[config.mk]
export PLATFORM = sky130hd
export DESIGN_NAME = audio_out_stage
export DESIGN_NICKNAME = d
export VERILOG_FILES = /design/src/rtl/board_pkg.sv /design/src/rtl/audio_frac_strobe.sv /design/src/rtl/audio_out_stage.sv
export SDC_FILE = /design/constraint.sdc
export NUM_CORES = 1
export LEC_CHECK = 0
export BUFFER_PORTS_ARGS = -buffer_cell sky130_fd_sc_hd__clkbuf_2
export CORE_ASPECT_RATIO = 0.5
export CORE_MARGIN = 5
export CORE_UTILIZATION = 55
export CTS_BUF_LIST = sky130_fd_sc_hd__clkbuf_4
export DETAILED_ROUTE_END_ITERATION = 7
export PLACE_DENSITY = 0.74
export SLEW_MARGIN = 20
export SYNTH_ARGS = -nofsm -noshare
export SYNTH_HDL_FRONTEND = slang
export SYNTH_SLANG_ARGS = --single-unit
[constraint.sdc]
create_clock -name clk -period 11.9 [get_ports clk]
set_clock_uncertainty 0.05 [all_clocks]
set_input_delay 1.785 -clock clk [delete_from_list [all_inputs] [get_ports clk]]
set_output_delay 1.785 -clock clk [all_outputs]
set_load 0.01 [all_outputs]
[src/rtl/board_pkg.sv]
// Board-wide constants and shared helpers for the audio output path.
package board_pkg;

  localparam int AUDIO_STROBE_N = 3;
  localparam int AUDIO_STROBE_M = 2500;
  localparam int AUDIO_WIN_LOG2 = 9;

  localparam int PHASE_W = 12;

  // State carried from the window close (strobe edge) into the DC blocker.
  typedef struct packed {
    logic               valid;
    logic               quiet;
    logic signed [15:0] avg;
  } audio_stage1_t;

  function automatic logic signed [15:0] sat16(input logic signed [31:0] v);
    if (v > 32'sd32767) begin
      return 16'sh7fff;
    end else if (v < -32'sd32768) begin
      return 16'sh8000;
    end else begin
      return v[15:0];
    end
  endfunction

endpackage

[src/rtl/audio_frac_strobe.sv]
// Resettable fractional strobe generator: exactly N single-cycle pulses every M clocks.
module audio_frac_strobe
  import board_pkg::*;
#(
  parameter int N = AUDIO_STROBE_N,
  parameter int M = AUDIO_STROBE_M
) (
  input  logic clk,
  input  logic reset_n,
  output logic strobe
);

  logic [PHASE_W-1:0] phase;
  logic [PHASE_W:0]   phase_sum;

  assign phase_sum = {1'b0, phase} + (PHASE_W+1)'(N);
  assign strobe    = (phase_sum >= (PHASE_W+1)'(M));

  always_ff @(posedge clk or negedge reset_n) begin
    if (!reset_n) begin
      phase <= '0;
    end else if (strobe) begin
      phase <= PHASE_W'(phase_sum - (PHASE_W+1)'(M));
    end else begin
      phase <= phase_sum[PHASE_W-1:0];
    end
  end

endmodule

[src/rtl/audio_out_stage.sv]
// Audio output stage: windowed-average decimation to 48 kHz, optional DC blocker,
// 6 dB-step volume and 16-bit saturation, presented as a duplicated stereo pair.
module audio_out_stage
  import board_pkg::*;
#(
  parameter int STROBE_N = AUDIO_STROBE_N,
  parameter int STROBE_M = AUDIO_STROBE_M,
  parameter int WIN_LOG2 = AUDIO_WIN_LOG2
) (
  input  logic               clk,
  input  logic               reset_n,
  input  logic signed [15:0] sample_in,
  input  logic               paused,
  input  logic               mute,
  input  logic               dc_block_en,
  input  logic [2:0]         volume,
  output logic signed [15:0] audio_l,
  output logic signed [15:0] audio_r,
  output logic               sample_valid,
  output logic               clip
);

  localparam int ACC_W = 16 + WIN_LOG2;
  localparam int CNT_W = WIN_LOG2 + 1;
  localparam logic [CNT_W-1:0] WIN_LEN = CNT_W'(1 << WIN_LOG2);

  if ((1 << WIN_LOG2) > (STROBE_M / STROBE_N)) begin : g_bad_window
    $error("averaging window is longer than the strobe spacing");
  end

  logic                    strobe;
  logic signed [ACC_W-1:0] acc;
  logic [CNT_W-1:0]        cnt;
  audio_stage1_t           s1;
  logic signed [17:0]      x1;
  logic signed [17:0]      y1;
  logic signed [18:0]      dc_y;
  logic signed [18:0]      y2;
  logic                    s2_valid;
  logic signed [18:0]      vol_v;
  logic signed [15:0]      vol_sat;
  logic                    vol_clip;

  function automatic logic signed [17:0] sat18(input logic signed [18:0] v);
    if (v[18] != v[17]) begin
      return v[18] ? 18'sh20000 : 18'sh1ffff;
    end else begin
      return v[17:0];
    end
  endfunction

  audio_frac_strobe #(
    .N (STROBE_N),
    .M (STROBE_M)
  ) u_strobe (
    .clk     (clk),
    .reset_n (reset_n),
    .strobe  (strobe)
  );

  // Window opens on the strobe edge and freezes once full, so acc is complete
  // by the time the next strobe closes it.
  always_ff @(posedge clk or negedge reset_n) begin
    if (!reset_n) begin
      acc <= '0;
      cnt <= '0;
    end else if (strobe) begin
      acc <= '0;
      cnt <= '0;
    end else if (cnt < WIN_LEN) begin
      acc <= acc + ACC_W'(sample_in);
      cnt <= cnt + 1'b1;
    end
  end

  // The slice equals acc >>> WIN_LOG2: a full window of 16-bit samples always fits.
  always_ff @(posedge clk or negedge reset_n) begin
    if (!reset_n) begin
      s1 <= '0;
    end else begin
      s1.valid <= strobe;
      if (strobe) begin
        s1.quiet <= paused | mute;
        s1.avg   <= (paused | mute) ? '0 : acc[WIN_LOG2 +: 16];
      end
    end
  end

  assign dc_y = 19'($signed(s1.avg)) - 19'(x1) + 19'(y1) - 19'(y1 >>> 8);

  always_ff @(posedge clk or negedge reset_n) begin
    if (!reset_n) begin
      x1       <= '0;
      y1       <= '0;
      y2       <= '0;
      s2_valid <= 1'b0;
    end else begin
      s2_valid <= s1.valid;
      if (s1.valid) begin
        if (dc_block_en && !s1.quiet) begin
          y2 <= dc_y;
          y1 <= sat18(dc_y);
          x1 <= 18'($signed(s1.avg));
        end else begin
          y2 <= 19'($signed(s1.avg));
          x1 <= '0;
          y1 <= '0;
        end
      end
    end
  end

  assign vol_v    = y2 >>> volume;
  assign vol_sat  = sat16(32'(vol_v));
  assign vol_clip = (19'(vol_sat) != vol_v);

  always_ff @(posedge clk or negedge reset_n) begin
    if (!reset_n) begin
      audio_l      <= '0;
      audio_r      <= '0;
      sample_valid <= 1'b0;
      clip         <= 1'b0;
    end else begin
      sample_valid <= s2_valid;
      clip         <= s2_valid & vol_clip;
      if (s2_valid) begin
        audio_l <= vol_sat;
        audio_r <= vol_sat;
      end
    end
  end

endmodule
==> summary.txt, run 1 <==
Timing
  • Fmax: about 0.23 GHz
  • Final TNS setup: 0 ps
  • Slew headroom: around a third
  • Worst-Margin Slew: a little over 1000 ps
  • Endpoints failing hold: 0
  • Period minus WS final: ~4400 ps
  • Final setup viols: 0
  • RSZ-0062 raised after global routing: no
  • Final Cycle Share: 37.17%
  • Final WS setup: 7476 ps
  • Final Max Tran Viols: 0

Logic synthesis
  • Sequential cell area fraction in the yosys report: about 36%
  • Largest cells by area after synthesis: dfrtp_1 36%, fa_1 7.3%, ha_1 6.3%, a21oi_1 5.4%, nor2_1 4.2%
  • Synth Instances: approximately 1100
  • Cell Area, Synth: 9543 um2
  • Ys Warns: 0
  • Leading area contributor after synthesis: dfrtp_1
  • Syn nets: about 1200
  • Post-synth EDFFs: 0
  • Distinct cells, synth: between 60 and 70
  • Top cell type's share of synthesized area: 35.93%
  • Syn Area/Cell: slightly below 9 um2
  • Most frequent cell after synthesis: dfrtp_1
  • Top cells by count, synth: 137 x dfrtp_1, 107 x nor2_1, 103 x a21oi_1
  • Post-synthesis register bit count: about 140
  • Top_reg_cell synth: dfrtp_1
  • Async SR Flop Fraction: 100.0%

Power
  • P_sw: 529.7 uW
  • Power Internal: around 890 uW
  • Combinational power share: about two fifths
  • Sw Ratio: roughly 37%
  • Peak supply drop: about 110 uV
  • Clock share of power: about 22%
  • Overall Power: ~1.4 mW
  • Lkg Pwr: around 4.7 nW
  • Sequential power share: 39.7%
  • Power Density: approximately 140 nW/um2

Cells and area
  • Layout area overhead: 5.913%
  • Finished Cell Area: ~10000 um2
  • N_diodes: 0
  • Fraction of layout instances using a drive strength above 1: a little over a tenth
  • NumNets Final: ~1200

Clock tree
  • CTS H-tree depth: 4
  • Worst-path clk slew: about 140 ps
  • Clk buf depth: 2
  • CTS Sinks: about 140
  • CTS buffer count: 17
  • Post-CTS setup buffers: 0
  • CTS Hold Bufs: 0
  • Worst-Skew Late Latency: ~550 ps
  • CTS tree: done
  • Root buf cell: clkbuf_4
  • Post-CTS sizing: 0

Floorplanning
  • Die Y: 103.1 um
  • Row cnt: 34
  • Die area: ~20000 um2
  • Core area: 17190 um2
  • Die W: just under 200 um
  • Top Ports: 58
  • Initial Utilization: 55.53%

Flow run
  • Max-Cap Viols: 0

Routing
  • Pre-Repair DR Iteration Count: 5
  • 1st-iter DRT viols: a little under 500
  • DR DRC count: 0
  • Wirelength per Cell: 15.15 um
  • Antenna Nets Post-Route: 0
  • Vias: between 7000 and 8000
  • Final wirelength: 20.14 mm
  • Detail-routed via count per cell: 5.609

GRT
  • First-pass GRT wire length: 34.62 mm
  • Vias in the first global route: 7217
  • Initial antenna violation count: 0
  • Largest net degree at the start of global routing: 80
  • Total GRT Usage: a little over a fifth
  • GR Overflow Total: 0

Setup path
  • RR Startpoint: s1[0]
  • Crit path launch: s1[0]
  • Worst Setup EP: y1[13]
  • Required time of the critical path: 12340 ps
  • CP max FO: 17
  • CP endpoint kind: flip-flop
  • R2r endpoint: y1[13]
  • R2R depth: 15
  • Critical Path AT: between 4000 and 5000 ps
  • Setup CP Type: reg2reg
  • CP Launch Type: flip-flop
  • Worst reg2reg setup slack: 7480 ps

Place
  • IO buf count: 57
  • GPL Wtd Cong: around 0.89
  • Post-DP HPWL: between 10 and 15 mm
  • DP Area: approximately 9800 um2
  • Place WS: between 7000 and 8000 ps

Hold path
  • Hold Crit Class: reg2reg

Status
  • Status: complete, no violations
==> worst min-delay path by stage <==
stage	start	endpoint	slack [ps]	depth (start not counted)
global route	x1[1]	x1[1]	490	1
finish	s1[15]	x1[16]	470	2
floorplan	s1[17]	s2_valid	300	0
CTS	x1[1]	x1[1]	470	1
detailed placement	x1[1]	x1[1]	440	1
global placement	y1[8]	y1[8]	430	2
==> layout by cell type (no fill, tap or decap), drive strengths merged, types with 11 or more instances in the layout <==
cell and instances:
xnor2 35, o2bb2ai 15, nor2 107, o21ai 56
nand4 11, dfrtp 137, a21oi 103, inv 98
ha 48, clkbuf 74, nand3 28, a31oi 26
xor2 22, mux2i 27, nand2 101, a221o 14
nor3 14, a21o 15, fa 35
==> power groups by stage <==
stage               clock network, mW  logic [mW]  registers [mW]
global route                    0.345       0.621           0.570
finish                          0.315       0.539           0.561
floorplan                           0       0.442           0.552
global placement                    0       0.519           0.568
CTS                             0.322       0.536           0.561
detailed placement                  0       0.534           0.570
==> sequential cells by signal (all words and copies together), names as in the netlist <==
| signal | flops |
|---|---|
| sample_valid | 1 |
| s2_valid | 1 |
| y1 | 18 |
| x1 | 16 |
| cnt | 10 |
| y2 | 19 |
| u_strobe.phase | 12 |
| acc | 25 |
| audio_r | 16 |
| s1 | 18 |
| clip | 1 |
==> kinds of logic after synthesis <==
| family | Yosys count | synth area share [%] |
|---|---|---|
| XOR/XNOR | 57 | 5.231 |
| AND/OR/NAND/NOR | 312 | 14.79 |
| flip-flops | 137 | 35.93 |
| multiplexers | 37 | 4.484 |
| buffers and inverters | 169 | 7.775 |
| AO/OA/AOI/OAI | 276 | 18.16 |
| adder cells (fa/ha/maj) | 83 | 13.64 |
==> worst max-delay path: stages (launching register included) <==
cell and delay (ps):
dfrtp_1 460, fa_1 550, inv_1 50, fa_1 430, inv_1 70, ha_1 180, inv_1 60, fa_1 400
nor2b_1 120, o21ai_0 130, a21boi_1 300, o2111ai_2 160, a31oi_1 330, a311o_1 280, and3b_1 560, a221o_1 210
==> metrics by stage <==
stage / std cells / hold WS (ps) / utilization (%)
6_report: 1329 / 474.0 / 58.81
5_1_grt: 1329 / 487.3 / 58.81
4_1_cts: 1328 / 474.2 / 58.75
3_5_place_dp: 1297 / 439.3 / 57.10
3_3_place_gp: 1297 / 432.4 / 57.10
2_1_floorplan: 1071 / 301.9 / -
==> routing by layer <==
metal | track usage [%] | routed length, um | vias to the layer above
li1 | - | - | 3704
met1 | 29.68 | 9668 | 3523
met2 | 33.85 | 8822 | 208
met3 | 4.473 | 1401 | 19
met4 | 4.933 | 242 | 0
met5 | 0 | 0 | -
==> cell type report <==
| cell class | count | area, um2 |
|---|---|---|
| sequential | 137 | 3428 |
| tap | 234 | 292.8 |
| clock buffer | 18 | 135.1 |
| multi-input combinational | 765 | 5386 |
| fill | 1494 | 7079 |
| inverter | 97 | 364.1 |
| timing repair buffer | 65 | 351.6 |
| clock inverter | 13 | 148.9 |
(Power assumes the default switching activity.)
==> run 2, diff against run 1 <==
- ABC_AREA: unset -> 1
- clock period: 11.9 -> 4.6 ns (I/O delays scaled with it)
==> summary.txt, run 2 <==
GRT
  • First-pass GRT wire length: 44.57 mm (was 34.62 mm)
  • Total GRT Usage: 24.70% (was 21.03%)
  • Largest net degree at the start of global routing: 70 (was 80)
  • Vias in the first global route: 9118 (was 7217)
  • GR Overflow Total: 0 (unchanged)
  • Initial antenna violation count: 1 (was 0)

Place
  • GPL Wtd Cong: 0.9320 (was 0.8927)
  • Post-DP HPWL: 19.44 mm (was 14.71 mm)
  • IO buf count: 57 (unchanged)
  • Placed Cells: 1718 (was 1297)

Logic synthesis
  • Cell Area, Synth: 10480 um2 (was 9543 um2)
  • Top cell type's share of synthesized area: 32.71% (was 35.93%)
  • Synth Instances: 1467 (was 1071)
  • Distinct cells, synth: 40 (was 63)
  • Post-synth EDFFs: 0 (unchanged)
  • Top_reg_cell synth: dfrtp_1 (unchanged)
  • Syn Area/Cell: 7.145 um2 (was 8.910 um2)
  • Sequential cell area fraction in the yosys report: 32.71% (was 35.93%)
  • Syn nets: 1574 (was 1178)
  • Ys Warns: 0 (unchanged)
  • Most frequent cell after synthesis: nand2_1 (was dfrtp_1)
  • Post-synthesis register bit count: 137 (unchanged)
  • Leading area contributor after synthesis: dfrtp_1 (unchanged)
  • Top cells by count, synth: 440 x nand2_1, 196 x inv_1, 137 x dfrtp_1 (was 137 x dfrtp_1, 107 x nor2_1, 103 x a21oi_1)
  • Async SR Flop Fraction: 100.0% (unchanged)
  • Largest cells by area after synthesis: dfrtp_1 33%, nand2_1 16%, inv_1 7.0%, fa_1 6.7%, ha_1 5.7% (was dfrtp_1 36%, fa_1 7.3%, ha_1 6.3%, a21oi_1 5.4%, nor2_1 4.2%)

Cells and area
  • Sequential Area: 3428 um2 (unchanged)
  • Reg with most FFs: acc (unchanged)
  • Commonest non-fill, non-tap cell in the layout: nand2_1 (was dfrtp_1)
  • N_diodes: 0 (unchanged)
  • Fraction of layout instances using a drive strength above 1: 7.579% (was 10.68%)
  • Finished Layout Cells: 1750 (was 1329)
  • Max FFs per register: 25 (unchanged)
  • Top Registers: acc (25), y2 (19) (unchanged)
  • Area occupied by multi-input gates: 5917 um2 (was 5386 um2)
  • NumNets Final: 1585 (was 1190)
  • Commonest cells after routing, fill and taps aside: 440 x nand2_1, 196 x inv_1, 137 x dfrtp_1 (was 137 x dfrtp_1, 106 x nor2_1, 103 x a21oi_1)
  • Final core utilization: 59.69% (was 58.81%)
  • Fillers: 1796 (was 1494)
  • Layout area overhead: 5.742% (was 5.913%)

Routing
  • Vias: 9448 (was 7454)
  • Antenna Nets Post-Route: 0 (unchanged)
  • 1st-iter DRT viols: 628 (was 497)
  • Pre-Repair DR Iteration Count: 8 (was 5)
  • Wirelength per Cell: 14.84 um (was 15.15 um)
  • Detail-routed via count per cell: 5.399 (was 5.609)
  • DR DRC count: 7 (was 0)
  • Final wirelength: 25.97 mm (was 20.14 mm)

Timing
  • RSZ-0062 raised after global routing: no (unchanged)
  • Final Cycle Share: 87.00% (was 37.17%)
  • Final TNS setup: 0 ps (unchanged)
  • Fmax: 0.2499 GHz (was 0.2261 GHz)
  • Endpoints failing hold: 0 (unchanged)
  • Final setup viols: 0 (unchanged)
  • Period minus WS final: 4002 ps (was 4424 ps)
  • Worst-Margin Slew: 1043 ps (was 1011 ps)
  • Slew headroom: 30.45% (was 32.15%)
  • Final Max Tran Viols: 0 (unchanged)

Hold path
  • Hold Crit Class: in2async (was reg2reg)

Setup path
  • Worst reg2reg setup slack: 600 ps (was 7480 ps)
  • Worst Setup EP: y1[0] (was y1[13])
  • Crit path launch: y1[17] (was s1[0])
  • CP max FO: 17 (unchanged)
  • Critical Path AT: 4460 ps (was 4860 ps)
  • CP endpoint kind: flip-flop (unchanged)
  • CP Launch Type: flip-flop (unchanged)
  • CP Buf/Inv Count: 4 (was 3)
  • Crit path largest cell delay: 610 ps (was 560 ps)
  • R2r endpoint: y1[0] (was y1[13])
  • Top delay family on crit path: simple AND/OR/NAND/NOR gates (was adder cells)
  • R2R depth: 16 (was 15)
  • Worst path depth: 16 (was 15)
  • Setup CP Type: reg2reg (unchanged)
  • RR Startpoint: y1[17] (was s1[0])
  • Required time of the critical path: 5060 ps (was 12340 ps)
  • CP cell instances: inv_1, fa_1, inv_1, fa_1, inv_1, ha_1, nand2_1, nor2_1, inv_1, nor2_1, nand4_1, nand4_1, nand3_1, nand3b_1, nand2_1, nand2_1 (was fa_1, inv_1, fa_1, inv_1, ha_1, inv_1, fa_1, nor2b_1, o21ai_0, a21boi_1, o2111ai_2, a31oi_1, a311o_1, and3b_1, a221o_1)
  • Slowest-stage cell, CP: dfrtp_1 (was and3b_1)
  • Top cell by count, worst path: inv_1

Clock tree
  • Worst-path clk slew: 140 ps (about the same)
  • CTS Sinks: 137 (unchanged)
  • CTS Hold Bufs: 0 (unchanged)
  • Post-CTS setup buffers: 0 (unchanged)
  • Worst-Skew Late Latency: 550 ps (about the same)
  • Root buf cell: clkbuf_4 (unchanged)
  • CTS tree: done (unchanged)
  • Post-CTS sizing: 0 (unchanged)
  • CTS buffer count: 17 (unchanged)
  • Clk buf depth: 2 (unchanged)
  • CTS H-tree depth: 4 (unchanged)

Floorplanning
  • Initial Utilization: 56.45% (was 55.53%)
  • Die Y: 107.6 um (was 103.1 um)
  • Top Ports: 58 (unchanged)
  • Die W: 205.2 um (was 196.3 um)
  • Core area: 18570 um2 (was 17190 um2)
  • Row cnt: 35 (was 34)
  • Die area: 22090 um2 (was 20240 um2)

Status
  • Failing checks: design-rule violations
  • Status: complete, but fails checks (was complete, no violations)

Power
  • Lkg Pwr: 6.124 nW (was 4.667 nW)
  • Peak supply drop: 294.8 uV (was 109.3 uV)
  • Power Density: 350.6 nW/um2 (was 140.0 nW/um2)

Flow run
  • Max-Cap Viols: 0 (unchanged)
[run 2: cell count changes after synthesis, moves of 19 or more]
cell / previous run / this run
a21oi_1: 103 / 79
a31oi_1: 26 / 2
inv_1: 96 / 196
mux2i_1: 27 / 0
nand2_1: 101 / 440
nand3_1: 28 / 92
nand4_1: 11 / 77
o21ai_0: 52 / 86
xnor2_1: 35 / 16
[run 2: kinds of logic (layout without fill, tap and decap cells)]
kind of cell    Yosys count  count (layout)  synth area share, %
flops                   137             137                32.71
fa+ha+maj                83              83                12.41
buf+inv                 272             296                10.96
compound gates          196             196                10.13
simple gates            739             739                30.44
xor+xnor                 40              40                3.342
[run 2: cell type report]
| cell class | instances | area share [%] |
|---|---|---|
| Sequential cell | 137 | 30.93 |
| Multi-Input combinational cell | 1058 | 53.39 |
| Inverter | 200 | 6.774 |
| Timing Repair Buffer | 64 | 3.217 |
| Tap cell | 259 | 2.924 |
| Clock buffer | 18 | 1.219 |
| Clock inverter | 14 | 1.547 |
[run 2: worst register-to-register path: stages, from the launching register on]
cell and delay, ps:
dfrtp_1 610, inv_1 130, fa_1 490, inv_1 70
fa_1 520, inv_1 40, ha_1 360, nand2_1 90
nor2_1 150, inv_1 60, nor2_1 150, nand4_1 130
nand4_1 140, nand3_1 520, nand3b_1 300, nand2_1 80
nand2_1 60
[run 2: worst min-delay path by stage]
| stage | cells past startpoint | from | endpoint |
|---|---|---|---|
| 5_1_grt | 1 | reset_n | y1[2] |
| 3_3_place_gp | 2 | y1[8] | y1[8] |
| 4_1_cts | 1 | reset_n | clip |
| 2_1_floorplan | 0 | s2_valid | sample_valid |
| 6_report | 1 | reset_n | clip |
| 3_5_place_dp | 2 | y1[6] | y1[6] |
[run 2: metrics by stage]
step	hold WS (ps)	total power [mW]	setup slack, ps	area, um2
detailed placement	421.5	2.992	661.5	10780
floorplan	301.9	2.650	1220	10480
CTS	70.83	3.892	624.1	11080
global placement	415.8	2.961	804.3	10780
finish	83.50	3.885	598.2	11080
global route	79.64	4.210	309.2	11080
[run 2: routing by layer]
layer  share of wire (%)  global-route usage [%]
met5               0.042                       0
met4                 1.7                   6.304
met3                 6.5                   5.238
met2                  45                   39.64
met1                  47                   34.33
[run 2: power breakdown]
part / total [mW] / internal [mW] / switching (mW)
clock network: 0.886 / 0.388 / 0.499
registers: 1.45 / 1.34 / 0.108
logic: 1.55 / 0.599 / 0.949
==> run 3, diff against run 2 <==
- PLACE_DENSITY: 0.74 -> 0.75
- SLEW_MARGIN: 20 -> 25
- clock period: 4.6 -> 3.9 ns (I/O delays scaled with it)
==> summary.txt, run 3 (same netlist as run 2, synthesis figures left out) <==
Setup path
  • R2r endpoint: y1[13] (was y1[0])
  • Required time of the critical path: 4320 ps (was 5060 ps)
  • CP max FO: 17 (unchanged)
  • Setup CP Type: reg2reg (unchanged)
  • RR Startpoint: s1[10] (was y1[17])
  • Worst reg2reg setup slack: 310 ps (was 600 ps)
  • Slowest-stage cell, CP: fa_1 (was dfrtp_1)
  • Crit path largest cell delay: 520 ps (was 610 ps)
  • Critical Path AT: 4000 ps (was 4460 ps)
  • CP endpoint kind: flip-flop (unchanged)
  • CP Launch Type: flip-flop (unchanged)
  • CP cell instances: inv_1, fa_1, fa_1, inv_1, ha_1, nand2_1, inv_1, nand2_1, nor3_1, nand4_1, nand3_1, inv_1, nand2_2, buf_4, nand3_1, nand2_1, nand2_1 (was inv_1, fa_1, inv_1, fa_1, inv_1, ha_1, nand2_1, nor2_1, inv_1, nor2_1, nand4_1, nand4_1, nand3_1, nand3b_1, nand2_1, nand2_1)
  • Crit path launch: s1[10] (was y1[17])
  • Worst Setup EP: y1[13] (was y1[0])
  • R2R depth: 17 (was 16)

Timing
  • Worst-Margin Slew: 1001 ps (was 1043 ps)
  • Final setup viols: 0 (unchanged)
  • Fmax: 0.2788 GHz (was 0.2499 GHz)
  • Slew headroom: 33.29% (was 30.45%)
  • Endpoints failing hold: 0 (unchanged)
  • Final WS setup: 313.5 ps (was 598.2 ps)
  • Period minus WS final: 3587 ps (was 4002 ps)
  • Final Max Tran Viols: 0 (unchanged)
  • Final TNS setup: 0 ps (unchanged)
  • RSZ-0062 raised after global routing: no (unchanged)
  • Final Cycle Share: 91.96% (was 87.00%)

Clock tree
  • CTS buffer count: 17 (unchanged)
  • Worst-Skew Late Latency: 560 ps (was 550 ps)
  • Root buf cell: clkbuf_4 (unchanged)
  • Post-CTS setup buffers: 0 (unchanged)
  • Post-CTS sizing: 0 (unchanged)
  • Clk buf depth: 2 (unchanged)
  • CTS Sinks: 137 (unchanged)
  • CTS Hold Bufs: 0 (unchanged)
  • Worst-path clk slew: 130 ps (was 140 ps)
  • CTS H-tree depth: 4 (unchanged)
  • CTS tree: done (unchanged)

GRT
  • Initial antenna violation count: 0 (was 1)
  • Total GRT Usage: 24.45% (was 24.70%)
  • Largest net degree at the start of global routing: 90 (was 70)
  • First-pass GRT wire length: 44.30 mm (was 44.57 mm)
  • Vias in the first global route: 9319 (was 9118)
  • GR Overflow Total: 0 (unchanged)

Floorplanning
  • Row cnt: 35 (unchanged)
  • Die Y: 107.6 um (unchanged)
  • Top Ports: 58 (unchanged)
  • Die area: 22090 um2 (unchanged)
  • Core area: 18570 um2 (unchanged)
  • Die W: 205.2 um (unchanged)
  • Initial Utilization: 56.45% (unchanged)

Cells and area
  • Fraction of layout instances using a drive strength above 1: 7.960% (was 7.579%)
  • Reg with most FFs: acc (unchanged)
  • Layout area overhead: 6.494% (was 5.742%)
  • Commonest non-fill, non-tap cell in the layout: nand2_1 (unchanged)
  • Top Registers: acc (25), y2 (19) (unchanged)
  • Fillers: 1790 (was 1796)
  • Max FFs per register: 25 (unchanged)
  • N_diodes: 0 (unchanged)
  • Commonest cells after routing, fill and taps aside: 440 x nand2_1, 196 x inv_1, 136 x dfrtp_1 (was 440 x nand2_1, 196 x inv_1, 137 x dfrtp_1)
  • NumNets Final: 1590 (was 1585)

Hold path
  • Hold Crit Class: in2async (unchanged)

Routing
  • Pre-Repair DR Iteration Count: 6 (was 8)
  • Antenna Nets Post-Route: 0 (unchanged)
  • Final wirelength: 25.66 mm (was 25.97 mm)
  • Vias: 9484 (was 9448)
  • 1st-iter DRT viols: 648 (was 628)
  • Detail-routed via count per cell: 5.407 (was 5.399)
  • Wirelength per Cell: 14.63 um (was 14.84 um)
  • DR DRC count: 0 (was 7)

Power
  • Power Density: 421.2 nW/um2 (was 350.6 nW/um2)
  • Peak supply drop: 403.5 uV (was 294.8 uV)
  • Lkg Pwr: 6.161 nW (was 6.124 nW)

Status
  • Status: complete, no violations (was complete, but fails checks)

Place
  • GPL Wtd Cong: 0.9316 (was 0.9320)
  • Post-DP HPWL: 19.29 mm (was 19.44 mm)
  • Place WS: 261.0 ps (was 661.5 ps)
  • IO buf count: 57 (unchanged)

Flow run
  • Max-Cap Viols: 0 (unchanged)
-- run 3: changes by cell type in the layout (fill, tap and decap cells not counted), sizes merged --
cell	before	now
clkbuf	74	73
buf	8	13
clkinv	8	6
bufinv	3	5
-- run 3: per-stage QoR --
stage               hold WS [ps]  power [mW]  instance area [um2]  utilization (%)  std cells
floorplan                  239.4       3.126                10480                -       1467
global placement           414.9       3.492                10810            58.24       1723
detailed placement         420.5       3.533                10810            58.24       1723
CTS                        51.90       4.714                11160            60.11       1754
global route               65.81       5.085                11160            60.11       1754
finish                     39.02       4.701                11160            60.11       1754
-- run 3: final cells by class --
class / count / area, um2 / share of cell area [%]
multi-input combinational: 1058 / 5917 / 53.01
clock buffer: 17 / 127.6 / 1.143
clock inverter: 14 / 219.0 / 1.962
sequential: 137 / 3430 / 30.73
inverter: 200 / 750.7 / 6.726
tap: 259 / 324.1 / 2.903
timing repair buffer: 69 / 394.1 / 3.531
-- run 3: worst max-delay path: cells and delay by family (launching register included) --
family / cells / cell delay (ps)
fa+ha+maj: 3 / 1410
buf+inv: 5 / 520
flops: 1 / 440
simple gates: 9 / 1060
-- run 3: worst min-delay path by stage --
stage / from / to / depth (start not counted)
finish: reset_n / audio_r[2] / 1
global route: reset_n / sample_valid / 1
floorplan: reset_n / acc[0] / 0
detailed placement: y1[2] / y1[2] / 2
global placement: y1[0] / y1[0] / 2
CTS: reset_n / y2[15] / 1
-- run 3: power by group --
| group | internal, mW | switching [mW] | leakage [nW] |
|---|---|---|---|
| Combinational | 0.706 | 1.12 | 4.55 |
| Clock | 0.576 | 0.583 | 0.179 |
| Sequential | 1.58 | 0.136 | 1.43 |
-- run 3: layer usage --
layer,up-vias,share of wire [%],global-route usage [%],wire [um]
met5,-,0,0,0
met4,0,1.6,5.540,418
met3,36,5.6,3.974,1445
met2,264,46,41.81,11920
met1,4421,46,32.99,11870
li1,4763,-,-,-
